$ cat config.mk
export PLATFORM = sky130hd
export DESIGN_NAME = bit_serializer
export DESIGN_NICKNAME = d
export VERILOG_FILES = /design/src/rtl/bit_serializer.sv
export SDC_FILE = /design/constraint.sdc
export NUM_CORES = 1
export LEC_CHECK = 0
export BUFFER_PORTS_ARGS = -buffer_cell sky130_fd_sc_hd__buf_4
export CAP_MARGIN = 20
export CORE_UTILIZATION = 45
export DETAILED_ROUTE_END_ITERATION = 6
export PLACE_DENSITY = 0.75
export SYNTH_ARGS = -nofsm -noshare
export SYNTH_HDL_FRONTEND = slang
export SYNTH_SLANG_ARGS = --single-unit
$ cat constraint.sdc
create_clock -name clk -period 1.25 [get_ports clk]
set_input_delay 0.3125 -clock clk [delete_from_list [all_inputs] [get_ports clk]]
set_output_delay 0.3125 -clock clk [all_outputs]
set_load 0.01 [all_outputs]
$ cat src/rtl/bit_serializer.sv
// rtl/bit_serializer.sv - word-to-bit-stream serializer with running ones count
// Accepts a WIDTH-bit word on a valid/ready handshake and emits it one bit per accepted serial beat.
module bit_serializer #(
  parameter int WIDTH     = 8,
  parameter int CNTW      = 4,
  parameter bit MSB_FIRST = 1'b1
) (
  input  logic             clk,
  input  logic             reset,
  input  logic             in_valid,
  input  logic [WIDTH-1:0] in_data,
  output logic             in_ready,
  output logic             bit_valid,
  input  logic             bit_ready,
  output logic             bit_out,
  output logic             bit_last,
  output logic [CNTW-1:0]  ones_cnt,
  output logic             done
);

  localparam int IDXW = (WIDTH > 1) ? $clog2(WIDTH) : 1;
  localparam logic [IDXW-1:0] LAST_IDX = IDXW'(WIDTH - 1);

  typedef enum logic [1:0] {
    IDLE  = 2'd0,
    SHIFT = 2'd1,
    DONE  = 2'd2
  } state_t;

  state_t          state;
  logic [WIDTH-1:0] sreg;
  logic [IDXW-1:0]  idx;

  // Head of the shift register is the bit currently on the wire; emptied positions fill with 0.
  assign bit_out = MSB_FIRST ? sreg[WIDTH-1] : sreg[0];

  always_ff @(posedge clk or posedge reset) begin
    if (reset) begin
      state     <= IDLE;
      sreg      <= '0;
      idx       <= '0;
      ones_cnt  <= '0;
      in_ready  <= 1'b1;
      bit_valid <= 1'b0;
      bit_last  <= 1'b0;
      done      <= 1'b0;
    end else begin
      case (state)
        IDLE: begin
          done <= 1'b0;
          if (in_valid) begin
            sreg      <= in_data;
            idx       <= '0;
            ones_cnt  <= '0;
            in_ready  <= 1'b0;
            bit_valid <= 1'b1;
            bit_last  <= 1'b0;
            state     <= SHIFT;
          end
        end

        SHIFT: begin
          if (bit_ready) begin
            ones_cnt <= ones_cnt + {{(CNTW-1){1'b0}}, bit_out};
            if (MSB_FIRST) begin
              sreg <= {sreg[WIDTH-2:0], 1'b0};
            end else begin
              sreg <= {1'b0, sreg[WIDTH-1:1]};
            end
            // Index parks at 0 after the final bit rather than wrapping past WIDTH-1.
            if (bit_last) begin
              idx       <= '0;
              bit_valid <= 1'b0;
              bit_last  <= 1'b0;
              done      <= 1'b1;
              state     <= DONE;
            end else begin
              idx      <= idx + IDXW'(1);
              bit_last <= ((idx + IDXW'(1)) == LAST_IDX);
            end
          end
        end

        DONE: begin
          done     <= 1'b0;
          in_ready <= 1'b1;
          state    <= IDLE;
        end

        default: begin
          state     <= IDLE;
          in_ready  <= 1'b1;
          bit_valid <= 1'b0;
          bit_last  <= 1'b0;
          done      <= 1'b0;
        end
      endcase
    end
  end

endmodule

* After elaboration in Yosys (flattened, before gate mapping)
Index checks and enable logic that the tools add are counted.
** Cells by class
- $add $sub $neg :: 2
- Multiply operators :: 0
- Div/mod/pow operators :: 0
- Magnitude comparators :: 0
- Eq/ne operators :: 6
- Shift operators :: 0
- Multiplexer cells :: 26
- Bitwise operators :: 2
- Reductions and logical operators :: 8
** Operator list (number)
- two-way mux 8 bit :: 2
- case mux 8 bit (2 select lines) :: 1
- two-way mux 1 bit :: 9
- two-way mux 3 bit :: 3
- AND reduction 3 bit :: 3
- two-way mux 4 bit :: 2
- case mux 4 bit (2 select lines) :: 1
- two-way mux 2 bit :: 3
- inequality test 2 bit (second input constant) :: 3
- case mux 1 bit (3 select lines) :: 2
- case mux 3 bit (2 select lines) :: 1
- adder 4 x 1 -> 4 bit :: 1
- case mux 2 bit (2 select lines) :: 1
- AND reduction 2 bit :: 2
- AND reduction 4 bit :: 1
- adder 3 x 1 -> 3 bit (second input constant) :: 1
- == test 3 bit (second input constant) :: 1
- == test 2 x 1 -> 1 bit (second input constant) :: 1
- == test 2 bit (second input constant) :: 1
- logical NOT 2 bit :: 1
- NOT 1 bit :: 2
- case mux 1 bit (2 select lines) :: 1
- nonzero test 2 bit :: 1
** Storage, ports and cells
- Register bits after elaboration :: 21
- Latch bits :: 0
- Memory bits (writable) :: 0
- ROM bits :: 0
- Input bits :: 12
- Output and inout port bits :: 9
- Word-level logic and storage cells :: 52
- Memories :: 0

* Longest topological paths before layout
- Depth in word-level cells :: 5
- Mapped depth :: 5

* Least setup slack after synthesis
Ideal clock, no wire load.
- Path kind :: register -> register
- From :: reg sreg[7]
- To :: reg ones_cnt[2]
- Setup time :: 121 ps
- Arrival time :: 1338 ps
- Data required time :: 1129 ps
- Slack :: -209 ps
- Cell stages (with the launch flop) :: 6
- Path buffers :: 0
- Clock period less this slack :: 1459 ps
- Path through :: dfrtp_1 ha_1 ha_1 nand2_1 mux2_2 a22o_1
** On the way
- Cells in the longest elaborated chain, start to end :: 3
** RTL lines
- from (decl) :: line 31 : logic [WIDTH-1:0] sreg;
- from (signal assigned) :: line 52 : sreg <= in_data;
- from (signal assigned) :: line 66 : sreg <= {sreg[WIDTH-2:0], 1'b0};
- from (signal assigned) :: line 68 : sreg <= {1'b0, sreg[WIDTH-1:1]};
- adder 4 x 1 -> 4 bit :: line 64 : ones_cnt <= ones_cnt + {{(CNTW-1){1'b0}}, bit_out};
- two-way mux 4 bit :: line 63 : if (bit_ready) begin
- case mux 4 bit (2 select lines) :: line 48 : case (state)
- to (signal assigned) :: line 64
- to (decl) :: line 17 : output logic [CNTW-1:0] ones_cnt,
No other way between the ends. The select of a mux whose other input is x is not followed.
A chain may end at the register's enable or synchronous reset.

* Worst setup path in the final report
- From :: reg ones_cnt[0]
- To :: reg ones_cnt[2]
** On the way
- Cells in the longest elaborated chain, start to end :: 3
** RTL lines (line)
- adder 4 x 1 -> 4 bit :: 64
- two-way mux 4 bit :: 63
- case mux 4 bit (2 select lines) :: 48
No other way between the ends. The select of a mux whose other input is x is not followed.

==> impl_metrics.py <==
metrics = {
    "status": {
        "run_status": "complete, but fails checks",
        "failed_checks": "setup timing",
    },
    "cells_and_area": {
        "fin_util": 0.736,
        "layout_commonest_cell": "buf_4",
        "final_cells": 172,
        "final_nets": 161,
        "fin_area_sq_um": 1680,
        "mostFrequentLayoutCells": "buf_4 (42), dfrtp_1 (18), mux2_4 (17)",
        "drive_above_1_share": 0.604,
        "syn_to_final_growth_pct": 51.0,
        "n_antenna_cell": 0,
    },
    "setup_path": {
        "path_buf_inv": 0,
        "worstPathMaxFanout": 2,
        "critPathRequiredTime_ns": 1.48,
        "crit_family": "flip-flops",
        "crit_path_end_kind": "flop",
        "crit_path_max_incr_delay_ns": 0.44,
        "critPathKind": "flop to flop",
        "cp_cell_sequence": "ha_4 -> ha_4 -> nand2_2 -> mux2_4 -> a22o_1",
        "startpoint_type": "flop",
        "slowest_stage": "dfrtp_1",
        "path_common_cell": "ha_4",
        "arrival_ns": 1.62,
    },
    "sta": {
        "finalCriticalPeriod_ns": 1.39,
        "finalMaxSlewViolations": 0,
        "worstMarginPinSlew_ns": 0.274,
        "rsz0062_at_grt": "true",
        "slew_headroom": 0.817,
        "clock_skew_ns": 0.00864,
        "fin_ws_ns": -0.141,
        "hold_viol": 0,
        "clock.fmax_mhz": 719,
        "setup_viol": 14,
        "tns_ns": -1.32,
        "period_share": 1.11,
    },
    "die": {
        "die_y_microns": 51.7,
        "die-area_sq_um": 2670,
        "initial_core_util": 0.488,
        "rows": 17,
        "io_pins": 21,
        "die_width_microns": 51.7,
        "core_area_sq_um": 2280,
    },
    "yosys": {
        "synth_top_flop_cell": "dfrtp_1",
        "synth-xor-area-share": 0.00789,
        "syn_area_sq_um": 1110,
        "synth_compound_area_frac": 0.0992,
        "yosysWarnings": 0,
        "synth_top_family_by_area": "multiplexers",
        "async_flop_share": 1.00,
        "yosys.area_share.simple": 0.118,
        "syn-num-nets": 109,
        "synth-seq-cells": 21,
        "synth_edf_count": 0,
        "avgSynthCellArea_sq_um": 11.9,
        "muxShareOfSynthArea": 0.206,
        "synth.distinct_cells": 35,
        "syn_inst": 93,
        "synth_seq_area_share": 0.475,
        "synth_adder_area_share": 0.0451,
    },
    "power": {
        "ir_worst_vdd_v": 0.00149,
        "pwr_density_cell_nw_per_um2": 2450,
        "p_total_mw": 4.11,
        "leakagePower_nw": 0.847,
    },
    "placement": {
        "portBuffers": 20,
        "dp_hpwl_microns": 1700,
        "place_inst": 156,
        "routabilityCongestion": 0.855,
        "placed_cell_area_sq_um": 1470,
    },
    "clocking": {
        "path_clk_slew_ns": 0.13,
        "cts-root-buf": "clkbuf_4",
        "cts_sinks": 21,
        "cts_tree": "built",
        "clk_latency_ns": 0.32,
        "max-clock-path-buffers": 2,
        "cts_max_level": 1,
        "cts_buffers": 3,
    },
    "global_route": {
        "grt_use_total": 0.228,
        "grt_max_degree": 22,
        "grt_pass1_wl_microns": 4180,
        "grt-ovfl-total": 0,
        "antenna_found_initial": 0,
        "grt_pass1_vias": 886,
    },
    "route": {
        "wl_per_cell_microns": 15.5,
        "vias_per_cell": 5.19,
        "drcViolationCount": 0,
        "drt_pass1_iterations": 2,
        "drt_wl_total_microns": 2660,
        "final_antenna_net_count": 0,
        "vias": 892,
        "first_iter_violations": 6,
    },
    "hold_path": {
        "hp-class": "primary input to async pin",
    },
    "flow_run": {
        "max_cap_viol_count": 0,
    },
}
-- cells in the mapped netlist, types with 2 or more instances --
cell	number	area (sq um)
nand4b_1	2	17.5
mux2_1	4	45.0
nand2_1	4	15.0
clkbuf_1	2	7.51
nand3_1	2	10.0
o22ai_1	2	12.5
nand4_1	2	12.5
o21ai_1	5	25.0
nor2_1	3	11.3
mux2_4	10	150
mux2_2	3	33.8
ha_1	4	50.1
dfrtp_1	20	500
inv_1	6	22.5
a21oi_1	2	10.0
nor2b_1	3	18.8
-- power breakdown --
part	total (mW)	internal [mW]	switching (mW)
combinational	2.54	1.60	0.945
clock	0.351	0.125	0.226
sequential	1.21	0.985	0.228
-- routing by layer --
layer | vias to the layer above | track usage | wire (microns)
met2 | 19 | 0.355 | 1330
li1 | 430 | - | -
met5 | - | 0 | 0
met4 | 0 | 0.135 | 74
met1 | 435 | 0.279 | 1160
met3 | 8 | 0.0673 | 96
-- state kept, by name, indices dropped and copies added, names as in the netlist --
name and cells:
in_ready 1, bit_valid 1, state 2, ones_cnt 4
idx 3, done 1, bit_last 1, sreg 8
-- area by class of cell --
class | count | area (sq um)
flip-flops and latches | 21 | 529
clock buffers | 4 | 26.3
multi-input cells | 61 | 626
repair buffers | 52 | 437
fillers | 162 | 601
well taps | 28 | 35.0
inverters | 6 | 22.5
-- tightest hold or removal path, delay by kind of cell --
kind	cells	cell delay [ns]
buf+inv	3	0.42
-- repair_timing --
action,CTS,global route
hold buffers,0,0
pin swaps,4,7
endpoints found under the setup margin,17,19
setup buffers,6,6
resized for setup,11,11
-- path summary, 6_finish.rpt --
path | start | endpoint | slack [ns] | cells after the start
worst min register to register | done$_DFFE_PP0P_ | done$_DFFE_PP0P_ | 0.53 | 2
max in group asynchronous | reset | in_ready$_DFFE_PP1P_ | 0.96 | 3
worst min-delay path | reset | sreg[7]$_DFFE_PP0P_ | 0.007 | 3
worst max register to register | ones_cnt[0]$_DFFE_PP0P_ | ones_cnt[2]$_DFFE_PP0P_ | -0.14 | 5
worst max-delay path | ones_cnt[0]$_DFFE_PP0P_ | ones_cnt[2]$_DFFE_PP0P_ | -0.14 | 5
min in group clk | in_data[0] | sreg[0]$_DFFE_PP0P_ | 0.29 | 3
-- cells by family (layout without fill, tap and decap cells) --
group	after synthesis	in the layout
mux	17	17
simple gates	22	22
fa+ha+maj	4	4
compound gates	17	17
buf+inv	11	62
flops	21	21
xor+xnor	1	1
-- stage by stage --
stage / hold WS, ns / setup slack (ns)
finish: 0.00692 / -0.141
global route: 0.0346 / -0.172
CTS: 0.0142 / -0.136
detailed placement: 0.368 / -0.184
global placement: 0.365 / -0.136
floorplan: 0.288 / -0.141
(Power assumes the default switching activity.)
